### src/rtl/inst_fetch_pkg.sv
`default_nettype none
// +--------------------------------------------------------------------------+
// | inst_fetch_pkg : shared types and widths for the instruction fetch slice |
// | Revision 1.0                                                             |
// +--------------------------------------------------------------------------+
package inst_fetch_pkg;

    localparam int unsigned c_data_width     = 32;
    localparam int unsigned c_ic_index_width = 6;
    localparam int unsigned c_ic_tag_width   = 24;

    typedef enum logic [1:0] {
        IF_IDLE  = 2'd0,
        IF_FETCH = 2'd1,
        IF_DRAIN = 2'd2
    } if_state_t;

    typedef struct packed {
        logic [c_data_width-1:0] pc;
        logic [c_data_width-1:0] inst;
    } iq_entry_t;

endpackage
`default_nettype wire

### src/rtl/inst_fetch_if.sv
`default_nettype none
// +--------------------------------------------------------------------------+
// | inst_fetch_if : ICache probe/store and memory-controller fetch bus       |
// | Revision 1.0                                                             |
// +--------------------------------------------------------------------------+
interface inst_fetch_if;
    import inst_fetch_pkg::*;

    logic [c_data_width-1:0] icache_addr;
    logic                    icache_hit;
    logic [c_data_width-1:0] icache_inst;
    logic                    icache_store;
    logic [c_data_width-1:0] icache_store_addr;
    logic [c_data_width-1:0] icache_store_inst;
    logic                    mem_req;
    logic [c_data_width-1:0] mem_addr;
    logic                    mem_done;
    logic [c_data_width-1:0] mem_data;

    modport master (
        output icache_addr, icache_store, icache_store_addr, icache_store_inst,
        output mem_req, mem_addr,
        input  icache_hit, icache_inst, mem_done, mem_data
    );

    modport slave (
        input  icache_addr, icache_store, icache_store_addr, icache_store_inst,
        input  mem_req, mem_addr,
        output icache_hit, icache_inst, mem_done, mem_data
    );
endinterface
`default_nettype wire

### src/rtl/inst_fifo.sv
`default_nettype none
// +--------------------------------------------------------------------------+
// | inst_fifo : circular {pc,inst} instruction queue with clear              |
// | Revision 1.0                                                             |
// +--------------------------------------------------------------------------+
module inst_fifo
    import inst_fetch_pkg::*;
#(
    parameter int IQ_DEPTH = 16
) (
    input  wire logic      clk,
    input  wire logic      rst,
    input  wire logic      push,
    input  wire iq_entry_t push_data,
    input  wire logic      pop,
    input  wire logic      clear,
    output logic           full,
    output logic           empty,
    output iq_entry_t      head_data
);
    localparam int c_pw = $clog2(IQ_DEPTH);
    localparam int c_cw = c_pw + 1;
    localparam logic [c_pw-1:0] c_ptr_one = c_pw'(1);
    localparam logic [c_cw-1:0] c_cnt_one = c_cw'(1);
    localparam logic [c_cw-1:0] c_cnt_max = c_cw'(IQ_DEPTH);

    logic [c_pw-1:0] r_head;
    logic [c_pw-1:0] r_tail;
    logic [c_cw-1:0] r_count;
    iq_entry_t       r_mem [IQ_DEPTH];
    logic            w_do_push;
    logic            w_do_pop;

    assign full      = (r_count == c_cnt_max);
    assign empty     = (r_count == '0);
    assign head_data = r_mem[r_head];
    assign w_do_push = push & ~full;
    assign w_do_pop  = pop & ~empty;

    always_ff @(posedge clk or negedge rst) begin
        if (!rst) begin
            r_head  <= '0;
            r_tail  <= '0;
            r_count <= '0;
            for (int i = 0; i < IQ_DEPTH; i++) r_mem[i] <= '0;
        end else if (clear) begin
            r_head  <= '0;
            r_tail  <= '0;
            r_count <= '0;
        end else begin
            if (w_do_push) begin
                r_mem[r_tail] <= push_data;
                r_tail        <= r_tail + c_ptr_one;
            end
            if (w_do_pop) r_head <= r_head + c_ptr_one;
            case ({w_do_push, w_do_pop})
                2'b10:   r_count <= r_count + c_cnt_one;
                2'b01:   r_count <= r_count - c_cnt_one;
                default: r_count <= r_count;
            endcase
        end
    end
endmodule
`default_nettype wire

### src/rtl/inst_fetch.sv
`default_nettype none
// +--------------------------------------------------------------------------+
// | inst_fetch : PC/FSM fetch front end, ICache probe, miss refill, redirect |
// | Revision 1.0                                                             |
// +--------------------------------------------------------------------------+
module inst_fetch
    import inst_fetch_pkg::*;
#(
    parameter int          IQ_DEPTH = 16,
    parameter logic [31:0] RESET_PC = 32'h0
) (
    input  wire logic         clk,
    input  wire logic         rst,
    input  wire logic         rdy,
    inst_fetch_if.master      bus,
    input  wire logic         flush,
    input  wire logic [31:0]  flush_pc,
    output logic              iq_valid,
    output logic [31:0]       iq_inst,
    output logic [31:0]       iq_pc,
    input  wire logic         iq_pop
);
    localparam logic [31:0] c_pc_step = 32'd4;

    if_state_t   r_state;
    logic [31:0] r_pc;
    logic        r_mem_req;
    logic [31:0] r_mem_addr;
    logic        r_store;
    logic [31:0] r_store_addr;
    logic [31:0] r_store_inst;

    logic        w_push;
    iq_entry_t   w_push_data;
    logic        w_pop;
    logic        w_clear;
    logic        w_full;
    logic        w_empty;
    iq_entry_t   w_head;

    assign bus.icache_addr       = r_pc;
    assign bus.icache_store      = r_store & rdy;
    assign bus.icache_store_addr = r_store_addr;
    assign bus.icache_store_inst = r_store_inst;
    assign bus.mem_req           = r_mem_req;
    assign bus.mem_addr          = r_mem_addr;

    assign iq_valid = ~w_empty;
    assign iq_pc    = w_head.pc;
    assign iq_inst  = w_head.inst;

    // A flush both clears the queue and swallows any same-cycle pop or push.
    assign w_clear = rdy & flush;
    assign w_pop   = rdy & ~flush & iq_pop;

    always_comb begin
        w_push      = 1'b0;
        w_push_data = '{pc: r_pc, inst: bus.icache_inst};
        if (rdy && !flush) begin
            if (r_state == IF_IDLE && !w_full && bus.icache_hit) begin
                w_push = 1'b1;
            end else if (r_state == IF_FETCH && bus.mem_done) begin
                w_push      = 1'b1;
                w_push_data = '{pc: r_mem_addr, inst: bus.mem_data};
            end
        end
    end

    always_ff @(posedge clk or negedge rst) begin
        if (!rst) begin
            r_state      <= IF_IDLE;
            r_pc         <= RESET_PC;
            r_mem_req    <= 1'b0;
            r_mem_addr   <= '0;
            r_store      <= 1'b0;
            r_store_addr <= '0;
            r_store_inst <= '0;
        end else if (rdy) begin
            r_store <= 1'b0;
            case (r_state)
                IF_IDLE: begin
                    if (flush) begin
                        r_pc <= flush_pc;
                    end else if (!w_full) begin
                        if (bus.icache_hit) begin
                            r_pc <= r_pc + c_pc_step;
                        end else begin
                            r_mem_req  <= 1'b1;
                            r_mem_addr <= r_pc;
                            r_state    <= IF_FETCH;
                        end
                    end
                end
                IF_FETCH: begin
                    if (bus.mem_done) begin
                        r_store      <= 1'b1;
                        r_store_addr <= r_mem_addr;
                        r_store_inst <= bus.mem_data;
                        r_mem_req    <= 1'b0;
                        r_state      <= IF_IDLE;
                        r_pc         <= flush ? flush_pc : r_pc + c_pc_step;
                    end else if (flush) begin
                        // The controller cannot cancel, so the request stays up.
                        r_pc    <= flush_pc;
                        r_state <= IF_DRAIN;
                    end
                end
                IF_DRAIN: begin
                    if (flush) r_pc <= flush_pc;
                    if (bus.mem_done) begin
                        r_store      <= 1'b1;
                        r_store_addr <= r_mem_addr;
                        r_store_inst <= bus.mem_data;
                        r_mem_req    <= 1'b0;
                        r_state      <= IF_IDLE;
                    end
                end
                default: r_state <= IF_IDLE;
            endcase
        end
    end

    inst_fifo #(
        .IQ_DEPTH (IQ_DEPTH)
    ) u_fifo (
        .clk       (clk),
        .rst       (rst),
        .push      (w_push),
        .push_data (w_push_data),
        .pop       (w_pop),
        .clear     (w_clear),
        .full      (w_full),
        .empty     (w_empty),
        .head_data (w_head)
    );
endmodule
`default_nettype wire

### src/flat_wrapper.sv
// flat-port wrapper written by rule: the top's interface ports become plain ports
module inst_fetch_flat import inst_fetch_pkg::*;
#(
    parameter int          IQ_DEPTH = 16,
    parameter logic [31:0] RESET_PC = 32'h0
)
  (clk, rst, rdy, flush, flush_pc, iq_valid, iq_inst, iq_pc, iq_pop, bus_icache_addr, bus_icache_store, bus_icache_store_addr, bus_icache_store_inst, bus_mem_req, bus_mem_addr, bus_icache_hit, bus_icache_inst, bus_mem_done, bus_mem_data);
  inst_fetch_if bus_i ();
  input  wire logic clk;
  input  wire logic rst;
  input  wire logic rdy;
  input  wire logic flush;
  input  wire logic [31:0] flush_pc;
  output logic iq_valid;
  output logic [31:0] iq_inst;
  output logic [31:0] iq_pc;
  input  wire logic iq_pop;
  output wire logic [$bits(bus_i.icache_addr)-1:0] bus_icache_addr;
  output wire logic [$bits(bus_i.icache_store)-1:0] bus_icache_store;
  output wire logic [$bits(bus_i.icache_store_addr)-1:0] bus_icache_store_addr;
  output wire logic [$bits(bus_i.icache_store_inst)-1:0] bus_icache_store_inst;
  output wire logic [$bits(bus_i.mem_req)-1:0] bus_mem_req;
  output wire logic [$bits(bus_i.mem_addr)-1:0] bus_mem_addr;
  input wire logic [$bits(bus_i.icache_hit)-1:0] bus_icache_hit;
  input wire logic [$bits(bus_i.icache_inst)-1:0] bus_icache_inst;
  input wire logic [$bits(bus_i.mem_done)-1:0] bus_mem_done;
  input wire logic [$bits(bus_i.mem_data)-1:0] bus_mem_data;
  assign bus_icache_addr = bus_i.icache_addr;
  assign bus_icache_store = bus_i.icache_store;
  assign bus_icache_store_addr = bus_i.icache_store_addr;
  assign bus_icache_store_inst = bus_i.icache_store_inst;
  assign bus_mem_req = bus_i.mem_req;
  assign bus_mem_addr = bus_i.mem_addr;
  assign bus_i.icache_hit = bus_icache_hit;
  assign bus_i.icache_inst = bus_icache_inst;
  assign bus_i.mem_done = bus_mem_done;
  assign bus_i.mem_data = bus_mem_data;
  inst_fetch #(.IQ_DEPTH(IQ_DEPTH), .RESET_PC(RESET_PC)) u_core (.clk(clk), .rst(rst), .rdy(rdy), .bus(bus_i), .flush(flush), .flush_pc(flush_pc), .iq_valid(iq_valid), .iq_inst(iq_inst), .iq_pc(iq_pc), .iq_pop(iq_pop));
endmodule
### config.mk
export PLATFORM = sky130hd
export DESIGN_NAME = inst_fetch_flat
export DESIGN_NICKNAME = d
export VERILOG_FILES = /design/src/rtl/inst_fetch_pkg.sv /design/src/rtl/inst_fetch_if.sv /design/src/rtl/inst_fifo.sv /design/src/rtl/inst_fetch.sv /design/src/flat_wrapper.sv
export SDC_FILE = /design/constraint.sdc
export NUM_CORES = 2
export LEC_CHECK = 0
export CORE_MARGIN = 8
export CORE_UTILIZATION = 54
export CTS_CLUSTER_SIZE = 10
export DETAILED_ROUTE_END_ITERATION = 7
export MAX_ROUTING_LAYER = met4
export PLACE_DENSITY = 0.76
export SYNTH_ARGS = -nofsm -noshare
export SYNTH_HDL_FRONTEND = slang
export SYNTH_SLANG_ARGS = --single-unit
### constraint.sdc
create_clock -name clk -period 2.8 [get_ports clk]
set_clock_uncertainty 0.15 [all_clocks]
set_input_delay 0.56 -clock clk [delete_from_list [all_inputs] [get_ports clk]]
set_output_delay 0.56 -clock clk [all_outputs]
set_load 0.01 [all_outputs]
After elaboration in Yosys (flattened, before gate mapping)
Index checks and enable logic that the tools add are counted.

Output and inout port bits: 195. Register bits: 1169.

Equality and inequality tests: 13. Add/subtract/negate cells: 5. $lt $le $gt $ge: 3. Multiplexer cells: 39. Reductions and logical operators: 21. Bitwise logic cells: 13.

Operators with widths (number): bitwise mux 1024 bit (1); 2-to-1 mux 64 bit (6); binary-select mux 64 bit (select 4 bit) (1); demux 64 bit (select 4 bit) (1); 2-to-1 mux 32 bit (6); one-hot mux 32 bit (3 select lines) (1); adder 32 x 3 -> 32 bit (second input constant) (1); 2-to-1 mux 4 bit (4); 2-to-1 mux 2 bit (6); AND reduction 6 bit (2); >= comparator 5 bit (second input constant) (2); NOT 4 -> 5 bit (2); one-hot mux 5 bit (2 select lines) (1); 2-to-1 mux 1 bit (9); != test 3 bit (second input constant) (3); adder 4 x 1 -> 4 bit (second input constant) (2); != test 2 bit (second input constant) (4); bitwise AND 1 bit (6); one-hot mux 2 bit (3 select lines) (1); nonzero test 2 bit (3); nonzero test 3 bit (2); adder 5 x 1 -> 5 bit (second input constant) (1); == test 5 bit (second input constant) (1); logical AND 1 bit (5); 16 further kinds (23).

Longest topological paths before layout
Word-level depth: 10. Depth in mapped cells: 13.

Hierarchy
A second synthesis with hierarchy kept.

Cells, all modules: 3482. Area, all modules: 53421.2 µm².

Modules (own cells, without submodules): inst_fifo (area an instance 46482.1 µm², instances 1, cells each 2875); inst_fetch (area an instance 6939.2 µm², instances 1, cells each 607).

Worst setup path before layout
OpenSTA, ideal clock, no wires.

Path kind: reg-to-output. Start: register u_core.u_fifo.r_head[0]. End: output iq_inst[10]. Arrival: 2223 ps. Path slack: -133 ps. Required time: 2090 ps. Stages on the path, launching flop included: 7. Cell sequence: dfrtp_1 clkbuf_1 clkbuf_1 buf_1 mux4_2 a22oi_1 nand2_1.

Longest elaborated chain between the ends: 4.

RTL lines: start, declared (RTL line inst_fifo.sv:27) `logic [c_pw-1:0] r_head;`; start signal, assigned (RTL line inst_fifo.sv:55) `if (w_do_pop) r_head <= r_head + c_ptr_one;`; NOT 4 -> 5 bit (not written as such) (RTL line inst_fifo.sv:36) `assign head_data = r_mem[r_head];`; binary-select mux 64 bit (select 4 bit) (RTL line inst_fifo.sv:36); 2-to-1 mux 64 bit (not written as such) (2 in series) (RTL line inst_fifo.sv:36); end, declared (RTL line flat_wrapper.sv:15) `output logic [31:0] iq_inst;`.

Every way passes these cells. The select of a mux whose other input is x is not followed.

Worst setup path after layout
Start: register u_core.u_fifo.r_head[0]. End: output iq_inst[12].

The elaborated chain is that of the path after synthesis.

==> metrics.md <==
| Metric | Value |
|---|---|
| Status | complete, but fails checks |
| Violated checks | setup timing |
| Min cycle time layout | 3.49 ns |
| CP Class | reg -> out |
| Hold slack | 0.253 ns |
| RSZ-0062 raised after global routing | true |
| Worst R2R End | u_core.u_fifo.r_mem[75] |
| Global route total overflow | 0 |
| Avg Cell Area, Syn | 10.7 µm² |
| Initial drt markers | 4043 |
| Port Buffers | 297 |
| Die H | 330 µm |
| R2R Setup Slk | 0.05 ns |
| DR DRC count | 0 |
| Worst endpoint data arrival time | 2.78 ns |
| Initial Utilization | 54.2% |
| Worst flop-to-flop path startpoint | u_core.r_state[0] |
| Register area share after synthesis | 55.1% |
| Reg2reg path depth | 11 |
| Slew headroom | 59.4% |
| Count of cell types in the netlist | 64 |
| CTS tree | done |
| Min-Delay Path Class | in -> async |
| Via-to-Cell Ratio | 6.16 |
| Pin count of the biggest net entering global routing | 69 |
| Total CTS buffers | 139 |
| Number of synthesized flops with an enable pin | 0 |
| First-pass GRT wire length | 245000 µm |
| Ys flop type | dfrtp_1 |
| Placer congestion estimate | 0.931 |
| DR WL/cell | 23.3 µm |
| Final slew viol count | 0 |
| H-Tree Depth | 4 |
| DIE WIDTH | 330 µm |
| Inst Count DP | 6491 |
| Layout area overhead | 27.4% |
| YS warnings | 0 |
| PnR worst setup slack | -0.690 ns |
| Commonest non-fill, non-tap cells in the layout | 1163 x dfrtp_1, 1121 x nand2_1, 640 x o21ai_1 |
| P_leak | 0.0294 µW |
| Hold Vio Cnt, Final | 0 |
| Worst slew pin tran | 0.609 ns |
| Clock Tree Buf Depth | 3 |
| Die ar. | 0.109 mm² |
| Initial antenna violation count | 0 |
| Clk root buf | clkbuf_16 |
| Syn Nets | 5062 |
| F_max | 0.287 GHz |
| Layout Nets | 5565 |
| Mapped Area | 0.0531 mm² |
| Final ANT Viol Nets | 0 |
| Vias in the first global route | 43400 |
| Sink Count | 1169 |
| Core area | 0.0980 mm² |
| Routed WL | 158000 µm |
| CP required | 2.09 ns |
| Total GRT Usage | 29.5% |
| # IOs | 298 |
| Via count | 41700 |
| Asr flop ratio synth | 100% |
| Drt pass-1 iters | 5 |
| Clock Pin Slew Worst Setup and Hold Paths | 0.05 ns |
| Synthesized instance count | 4946 |
| # setup viols final | 64 |
| Max IR drop VDD | 0.689 mV |
| Ant. Diodes | 0 |
| Crit end category | output pin |
| Hpwl dp | 96600 µm |
| Finished Layout Cells | 6780 |
| Startpoint type of the worst setup path | flop |
| Pwr Density | 840 mW/mm² |
| Max-cap violations | 0 |
| Crit Path Max Fanout | 8 |
| Period utilisation layout | 125% |
| Clk_lat worst skew | 0.75 ns |
| Share of cells above drive strength 1 | 25.2% |
| FP Rows | 115 |
| Commonest non-fill, non-tap cell in the layout | dfrtp_1 |
| Yosys reg bits | 1169 |
## metal layers
metal	GRT usage, %	vias up	routed length [µm]
met5	-	-	0
met4	10.9	0	4900
met3	5.92	408	13700
met2	46.5	2098	76000
met1	38.0	20800	63100
li1	-	18400	-
## critical path, cell delays in order, from the launching register on
cell and delay [ns]:
dfrtp_4 0.50, buf_12 0.16, buf_16 0.15, buf_12 0.13, buf_4 0.15, mux2_2 0.22
o21ai_1 0.06, a21oi_1 0.32, o21ai_0 0.15, nand2_1 0.10, buf_6 0.10
## logic make-up after synthesis
kind of cell / synth area share [%]
multiplexers: 15.3
flip-flops: 55.1
AO/OA/AOI/OAI: 15.5
AND/OR/NAND/NOR: 9.31
XOR/XNOR: 0.148
buffers and inverters: 4.34
adder cells (fa/ha/maj): 0.306
## synthesized netlist by cell type (17+ instances only)
master | number | share of area, %
o21ai_1 | 566 | 5.3
clkbuf_1 | 295 | 2.1
a22oi_1 | 67 | 0.95
mux2_2 | 164 | 3.5
a221oi_1 | 70 | 1.2
mux4_2 | 128 | 5.4
a21oi_1 | 93 | 0.88
nor2_1 | 39 | 0.28
nand2_1 | 1150 | 8.1
mux2i_4 | 60 | 2.5
dfrtp_1 | 1169 | 55
buf_2 | 30 | 0.28
o21ai_2 | 50 | 0.82
buf_6 | 62 | 1.3
mux2i_1 | 199 | 3.8
buf_1 | 48 | 0.34
o21ai_0 | 574 | 5.4
nand3_1 | 17 | 0.16
## state kept, by name, indices dropped and copies added, names as in the netlist, named ones only
name                          flops
u_core.bus.icache_addr           30
u_core.bus.icache_store_addr     32
u_core.bus.icache_store_inst     32
u_core.bus.mem_addr              32
u_core.bus.mem_req                1
u_core.r_state                    2
u_core.r_store                    1
u_core.u_fifo.r_count             5
u_core.u_fifo.r_head              4
u_core.u_fifo.r_mem            1024
u_core.u_fifo.r_tail              4
## report_power, final
part	leakage, µW	internal (µW)	switching, µW	total [µW]
Clock	0.00192	9270	6900	16200
Combinational	0.0115	10600	9510	20100
Sequential	0.0160	18900	1690	20600
## how the worst max path moves through the flow
stage | slack (ns) | cells past startpoint | start | endpoint
finish | -0.69 | 10 | u_core.u_fifo.r_head[0] | iq_inst[12]
global route | -0.78 | 9 | u_core.u_fifo.r_head[0] | iq_inst[17]
CTS | -0.71 | 10 | u_core.u_fifo.r_head[0] | iq_pc[6]
detailed placement | -0.38 | 7 | u_core.u_fifo.r_head[0] | iq_pc[15]
global placement | -0.36 | 11 | bus_mem_done | u_core.u_fifo.r_count[4]
floorplan | 0.007 | 11 | u_core.u_fifo.r_count[2] | u_core.u_fifo.r_count[4]
## final cells by class
class / instances / area [µm²]
clock buffer: 168 / 3700
clock inverter: 17 / 209
fill: 6517 / 30300
inverter: 14 / 56.3
multi-input combinational: 3320 / 22600
sequential: 1169 / 29300
tap: 1287 / 1610
timing repair buffer: 805 / 10200
## metrics by stage
stage,area [µm²],TNS (ns),total power [µW],setup WS [ns],util [%]
after floorplan,53100,0,29600,0.00734,-
after CTS,66800,-39.67,56400,-0.714,68.2
after detailed placement,61200,-74.56,38300,-0.381,62.5
final,67700,-36.71,56900,-0.690,69.1
after global placement,61200,-54.27,37900,-0.360,62.5
after global routing,67700,-42.05,59200,-0.785,69.1
## timing repair
item,4_1_cts,5_1_grt
resized for setup,523,190
hold endpoints to repair,34,0
pin swaps,130,117
hold buffers,1,0
cloned,21,8
endpoints found under the setup margin,68,469
buffers inserted,51,38
No activity file was read; power rests on OpenSTA's default activity.
